===== src/rtl/hazard_controller.sv =====
// Execute-stage hazard sequencer: operand forwarding, load-use bubbles, redirect flushes,
// multi-cycle EX handshake with watchdog, and a saturating front-end stall counter.
module hazard_controller #(
    parameter int unsigned MC_TIMEOUT  = 64,
    parameter int unsigned STALL_CNT_W = 32
) (
    input  logic                   clk,
    input  logic                   reset,
    input  logic [4:0]             id_rs1_i,
    input  logic [4:0]             id_rs2_i,
    input  logic                   id_uses_rs1_i,
    input  logic                   id_uses_rs2_i,
    input  logic [4:0]             ex_rs1_i,
    input  logic [4:0]             ex_rs2_i,
    input  logic [4:0]             ex_rd_i,
    input  logic                   ex_write_reg_i,
    input  logic                   ex_use_mem_i,
    input  logic                   ex_is_multicycle_i,
    input  logic                   ex_trap_i,
    input  logic                   pc_load_target_i,
    input  logic [4:0]             mem_rd_i,
    input  logic                   mem_write_reg_i,
    input  logic [4:0]             wb_rd_i,
    input  logic                   wb_write_reg_i,
    input  logic                   mc_done_i,
    output logic                   use_EX_MEM_rs1_o,
    output logic                   use_EX_MEM_rs2_o,
    output logic                   use_MEM_WB_rs1_o,
    output logic                   use_MEM_WB_rs2_o,
    output logic                   stall_IF_o,
    output logic                   stall_ID_o,
    output logic                   stall_EX_o,
    output logic                   flush_IF_ID_o,
    output logic                   flush_ID_EX_o,
    output logic                   flush_EX_MEM_o,
    output logic                   mc_start_o,
    output logic                   mc_abort_o,
    output logic                   mc_timeout_o,
    output logic [STALL_CNT_W-1:0] stall_count_o
);

    localparam int unsigned    CNT_W    = $clog2(MC_TIMEOUT);
    localparam logic [CNT_W-1:0] CNT_LAST = CNT_W'(MC_TIMEOUT - 1);

    typedef enum logic {
        IDLE = 1'b0,
        BUSY = 1'b1
    } state_t;

    state_t           state;
    state_t           state_nxt;
    logic [CNT_W-1:0] cnt;
    logic [CNT_W-1:0] cnt_nxt;
    logic             timeout_set;

    logic fwd_mem_rs1;
    logic fwd_mem_rs2;
    logic load_use;
    logic redirect;

    assign fwd_mem_rs1 = mem_write_reg_i && (mem_rd_i != 5'd0) && (mem_rd_i == ex_rs1_i);
    assign fwd_mem_rs2 = mem_write_reg_i && (mem_rd_i != 5'd0) && (mem_rd_i == ex_rs2_i);
    assign load_use    = ex_use_mem_i && ex_write_reg_i && (ex_rd_i != 5'd0) &&
                         ((id_uses_rs1_i && (id_rs1_i == ex_rd_i)) ||
                          (id_uses_rs2_i && (id_rs2_i == ex_rd_i)));
    assign redirect    = ex_trap_i || pc_load_target_i;

    // Next state and all pipeline controls; everything is forced low while reset is held.
    always_comb begin
        state_nxt        = state;
        cnt_nxt          = cnt;
        timeout_set      = 1'b0;
        use_EX_MEM_rs1_o = 1'b0;
        use_EX_MEM_rs2_o = 1'b0;
        use_MEM_WB_rs1_o = 1'b0;
        use_MEM_WB_rs2_o = 1'b0;
        stall_IF_o       = 1'b0;
        stall_ID_o       = 1'b0;
        stall_EX_o       = 1'b0;
        flush_IF_ID_o    = 1'b0;
        flush_ID_EX_o    = 1'b0;
        flush_EX_MEM_o   = 1'b0;
        mc_start_o       = 1'b0;
        mc_abort_o       = 1'b0;

        if (!reset) begin
            use_EX_MEM_rs1_o = fwd_mem_rs1;
            use_EX_MEM_rs2_o = fwd_mem_rs2;
            use_MEM_WB_rs1_o = wb_write_reg_i && (wb_rd_i != 5'd0) && (wb_rd_i == ex_rs1_i) && !fwd_mem_rs1;
            use_MEM_WB_rs2_o = wb_write_reg_i && (wb_rd_i != 5'd0) && (wb_rd_i == ex_rs2_i) && !fwd_mem_rs2;

            case (state)
                IDLE: begin
                    if (!redirect && ex_is_multicycle_i) begin
                        mc_start_o     = 1'b1;
                        stall_IF_o     = 1'b1;
                        stall_ID_o     = 1'b1;
                        stall_EX_o     = 1'b1;
                        flush_EX_MEM_o = 1'b1;
                        state_nxt      = BUSY;
                        cnt_nxt        = '0;
                    end else if (!redirect && load_use) begin
                        stall_IF_o    = 1'b1;
                        stall_ID_o    = 1'b1;
                        flush_ID_EX_o = 1'b1;
                    end
                end
                BUSY: begin
                    if (ex_trap_i) begin
                        mc_abort_o = 1'b1;
                        state_nxt  = IDLE;
                    end else if (mc_done_i) begin
                        state_nxt = IDLE;
                    end else if (cnt == CNT_LAST) begin
                        mc_abort_o     = 1'b1;
                        flush_EX_MEM_o = 1'b1;
                        timeout_set    = 1'b1;
                        state_nxt      = IDLE;
                    end else begin
                        stall_IF_o     = 1'b1;
                        stall_ID_o     = 1'b1;
                        stall_EX_o     = 1'b1;
                        flush_EX_MEM_o = 1'b1;
                        cnt_nxt        = cnt + CNT_W'(1);
                    end
                end
                default: state_nxt = IDLE;
            endcase

            // A redirect must load the PC and bubble IF/ID, ID/EX, so it beats every stall.
            if (redirect) begin
                flush_IF_ID_o = 1'b1;
                flush_ID_EX_o = 1'b1;
                stall_IF_o    = 1'b0;
                stall_ID_o    = 1'b0;
                stall_EX_o    = 1'b0;
            end
        end
    end

    always_ff @(posedge clk or posedge reset) begin
        if (reset) begin
            state         <= IDLE;
            cnt           <= '0;
            mc_timeout_o  <= 1'b0;
            stall_count_o <= '0;
        end else begin
            state <= state_nxt;
            cnt   <= cnt_nxt;
            if (timeout_set) begin
                mc_timeout_o <= 1'b1;
            end
            if (stall_IF_o && (stall_count_o != '1)) begin
                stall_count_o <= stall_count_o + STALL_CNT_W'(1);
            end
        end
    end

endmodule


===== config.mk =====
export PLATFORM = sky130hd
export DESIGN_NAME = hazard_controller
export DESIGN_NICKNAME = d
export VERILOG_FILES = /design/src/rtl/hazard_controller.sv
export SDC_FILE = /design/constraint.sdc
export NUM_CORES = 1
export LEC_CHECK = 0
export ABC_AREA = 1
export BUFFER_PORTS_ARGS = -buffer_cell sky130_fd_sc_hd__buf_2
export CORE_MARGIN = 8
export CORE_UTILIZATION = 57
export DETAILED_ROUTE_END_ITERATION = 10
export PLACE_DENSITY = 0.93
export SLEW_MARGIN = 40
export SYNTH_ARGS = -nofsm -noshare
export SYNTH_HDL_FRONTEND = slang
export SYNTH_SLANG_ARGS = --single-unit

===== constraint.sdc =====
create_clock -name clk -period 4.8 [get_ports clk]
set_input_delay 1.2 -clock clk [delete_from_list [all_inputs] [get_ports clk]]
set_output_delay 1.2 -clock clk [all_outputs]
set_load 0.005 [all_outputs]

Yosys cells after proc, flatten, opt, wreduce, memory -nomap -nowiden
Cells that the tools add are included.

cells by class
  add/sub/neg operators = 2
  equality and inequality tests = 12
  divide/modulo/power cells = 0
  reductions and logical operators = 25
  multiplexer cells = 41
  shifts and indexed selects = 0
  $lt $le $gt $ge = 0
  multiply operators = 0
  bitwise operators = 2

operator list
  cell                     number
  $mux W1                  33
  $add A32 B1 Y32 const B  1
  $ne A32 B32 Y1 const B   1
  $eq A5 B5 Y1             6
  $mux W6                  4
  $logic_and A1 B1 Y1      16
  $reduce_bool A5 Y1       3
  $pmux W6 S2              1
  $ne A2 B2 Y1 const B     4
  $add A6 B1 Y6 const B    1
  $eq A6 B6 Y1 const B     1
  $pmux W1 S2              3
  $reduce_and A5 Y1        1
  $logic_not A1 Y1         3
  $logic_or A1 B1 Y1       2
  $not A1 Y1               2

word-level totals
  word-level logic and storage cells = 86
  bits of input ports = 47
  memories = 0
  bits in writable memories = 0
  bits in latches = 0
  ROM bits = 0
  register bits after elaboration = 40

Longest topological paths before layout
  word-level depth = 11
  gate-level depth with buffers = 12

Worst setup path after synthesis
No wires, ideal clock.

  path kind = in2out
  from = input reset
  to = output stall_IF_o
  required time = 3.600 ns
  path slack = 0.886 ns
  arrival time = 2.714 ns
  stages = 5
  path buffers = 1
  cells stage by stage = inv_2 nand2_1 nor3_4 a21boi_0 buf_4

on the way
  cells in the longest elaborated chain, start to end = 1

ends and longest elaborated chain
  what         line  text
  from (decl)  8     input logic reset,
  $mux W1      n/a
  to (decl)    30    output logic stall_IF_o,

No other way between the ends.

Worst setup path after layout
  from = input reset
  to = output stall_ID_o

on the way
  cells in the longest elaborated chain, start to end = 1

ends and longest elaborated chain
  what       line  text
  $mux W1    86    if (!reset) begin
  to (decl)  31    output logic stall_ID_o,

No other way between the ends.

==> results.md <==
* Outcome: completed
* Routed len/inst at about 15 um
* Port-buffer cells at 91
* Largest stage delay, worst path at ~310 ps
* Filler instances at roughly 450
* DP Wirelength at around 7.5 mm
* Die area at 8404 um^2
* Worst setup EP type: primary output
* Crit Path Category: in -> out
* Period Utilization, post-route at 77.37%
* Critical path launch point type: primary input
* Hold buffers post-CTS at 0
* Boundary Pins at 92
* DRC viols at 0
* Global-route wire length before repair at 16.97 mm
* Post-CTS setup buffer count at 0
* Sw power at between 0.2 and 0.3 mW
* Most common cell after layout, fill and taps aside: nand2_1
* Area share of the largest cell type after synthesis at a little under a third
* Via count at 3780
* Total congestion overflow at 0
* Final Non-Filler Cells at approximately 670
* Synth Cell Area at between 3000 and 4000 um^2
* Crit-path max FO at 20
* Commonest non-fill, non-tap cells in the layout: nand2_1 (207), buf_2 (91), nor2_1 (77), dfrtp_1 (40), nand4_1 (38)
* Final Hold Viols at 0
* WL met2 at 4.707 mm
* Synthesis warning total at 0
* Layout cells sized above 1 at between 20% and 30%
* Sw Share at 32.06%
* Post-route ant nets at 0
* Largest net degree at the start of global routing at 35
* Delay-heaviest family, CP: buffers and inverters
* Die W at around 92 um
* Syn_area_per_cell at about 6.4 um^2
* Final min period at 3714 ps
* DIE HEIGHT at 91.68 um
* Number of antenna diodes at 0
* CTS clk-pin slew, worst paths at 70 ps
* Vias per Instance at roughly 5.6
* Async S/R FF share, synth at between 90% and 100%
* Post-Route WL at approximately 9.8 mm
* Setup TNS at 0 ps
* Clock Tree Buf Depth at 2
* Syn_nets at 560
* Part of the Yosys area used for sequential elements at a little under a third
* Max layer used: met4
* CTS Root Cell: clkbuf_8
* Synth top area cells: dfrtp_1 (31%), nand2_1 (24%), nor2_1 (8.9%), nand4_1 (7.3%), xnor2_1 (4.3%)
* Placed Cells at 665
* Yosys reg bits at 40
* Peak VDD IR at between 0.0002 and 0.00025 V
* Combinational share of power at between 20 and 25%
* Worst EP required at 3600 ps
* Core ar. at 5507 um^2
* Final core utilization at between 70% and 80%
* Vias in the first global route at roughly 3600
* Max Slew Vio Count at 0
* Slew at the pin closest to its max-slew limit at ~640 ps
* Sequential share of power at 45.3%
* RePlAce Congestion at 0.9968
* Initial Util at between 50% and 60%
* Final Net Count at roughly 650
* Clk pwr share at approximately a third
* Worst-Skew Late Latency at about 300 ps
* Yosys top cell by area: dfrtp_1
* Synthesized instance count at just over 500
* Post-route cell area at between 3000 and 4000 um^2
* # rows at 27
* Slew margin rel. at a little under three fifths
* CTS Sinks at 40
* Metal3 WL at 798 um
* Final setup fails at 0
* Initial antenna violation count at 0
* CTS tree: done
* Synth unique cells at 37
* Critical Path, Cell by Cell: buf_2 -> inv_2 -> nand2_1 -> nor3_4 -> a21boi_0 -> buf_2
* Metal-1 WL at 4.023 mm
* Number of synthesized flops with an enable pin at 0
* Num CTS Buffers at 5
* Area taken by multi-input logic gates at roughly 2000 um^2
* DP Area at approximately 3800 um^2
* Crit-path most repeated cell: buf_2
* Synth-to-Final Area Change at 18.36%
* CP Buf/Inv Count at 3
* Drt first-iter violations at about 360
* Register area at between 1000 and 1500 um^2
* Worst EP arrival at around 2500 ps
* Crit-path slowest cell: inv_2
* PD cells at roughly 230 nW/um^2
* Hold crit path type: reg -> reg
* Pint at just under 0.6 mW
* Number of max-cap violations at 0
* GRT Total Usage at a little under a quarter
* RSZ-0062 raised after global routing: no
* PostCTS Resize Cnt at 0
* Ys flop type: dfrtp_1
* Lkg Pwr at roughly 2.1 nW
* Final setup skew at between 6 and 7 ps
* Max Fclk at approximately 270 MHz
* Clock H-tree levels at 2
* Pre-antenna DRT Iters at 6
-- state kept, by name, summed over array words and instances, names as in the netlist --
name / flops
stall_count_o: 32
cnt: 6
mc_timeout_o: 1
state: 1
-- per-stage QoR --
step	total power, mW	hold slack [ps]	setup WS (ps)
3_3_place_gp	0.5865	446.9	1171
2_1_floorplan	0.5179	462.9	886.2
4_1_cts	0.8706	490.1	1073
6_report	0.8701	498.6	1086
3_5_place_dp	0.5995	448.8	1075
5_1_grt	0.9176	500.7	903.6
-- final timing paths --
check,from,to,slack [ps],cells past startpoint
setup / recovery,reset,stall_ID_o,1090,6
hold / removal,mc_timeout_o$_DFFE_PP0P_,mc_timeout_o$_DFFE_PP0P_,500,1
setup reg to reg,cnt[0]$_DFFE_PP0P_,stall_count_o[5]$_DFFE_PP0P_,2200,10
hold reg to reg,mc_timeout_o$_DFFE_PP0P_,mc_timeout_o$_DFFE_PP0P_,500,1
max in group asynchronous,reset,stall_count_o[20]$_DFFE_PP0P_,3180,3
min in group asynchronous,reset,stall_count_o[10]$_DFFE_PP0P_,940,2
-- power groups by stage --
| stage | Clock, mW | Combinational [mW] | Sequential, mW |
|---|---|---|---|
| detailed placement | 0 | 0.200 | 0.399 |
| CTS | 0.276 | 0.202 | 0.393 |
| global route | 0.291 | 0.229 | 0.397 |
| floorplan | 0 | 0.126 | 0.392 |
| global placement | 0 | 0.189 | 0.397 |
| finish | 0.274 | 0.202 | 0.395 |
-- cells by family after synthesis --
group                    synth area share (%)
AO/OA/AOI/OAI                           3.833
flip-flops                              30.66
adder cells (fa/ha/maj)                0.7665
AND/OR/NAND/NOR                         49.33
buffers and inverters                   6.822
XOR/XNOR                                8.585
-- per-layer routing --
layer  vias up  track usage (%)
li1       1827                -
met1      1739            28.52
met2       181            39.62
met3        33            5.786
met4         0            10.37
met5         -                0
-- worst reg2reg max path, stage by stage, from the launching register on --
cell and delay [ps]:
dfrtp_1 420, ha_1 240, nand3_1 120, nor2_1 50, nand2_1 120, inv_1 110, nor3_4 140, buf_4 370
nand3_2 600, nand2_1 220, nand2_1 80
-- cell type report --
class / instances / share of cell area (%)
multi-input cells: 421 / 52.82
clock buffers: 6 / 1.878
well taps: 72 / 2.332
inverters: 37 / 3.595
repair buffers: 95 / 12.56
flip-flops and latches: 40 / 25.91
clock inverters: 2 / 0.9067
-- Yosys cell counts, types with 2 or more instances --
cell / count
nand2_1: 207
nor2_1: 77
dfrtp_1: 40
nand4_1: 38
inv_1: 28
xnor2_1: 16
xor2_1: 16
nand3b_1: 14
nand3_1: 12
inv_2: 9
buf_2: 7
o21ai_0: 7
nor3_1: 5
buf_6: 3
nand2_2: 3
o31ai_1: 3
clkbuf_1: 2
ha_1: 2
nand3_2: 2
nor2_2: 2
o21ai_1: 2
Power figures use the tool's default switching activity.
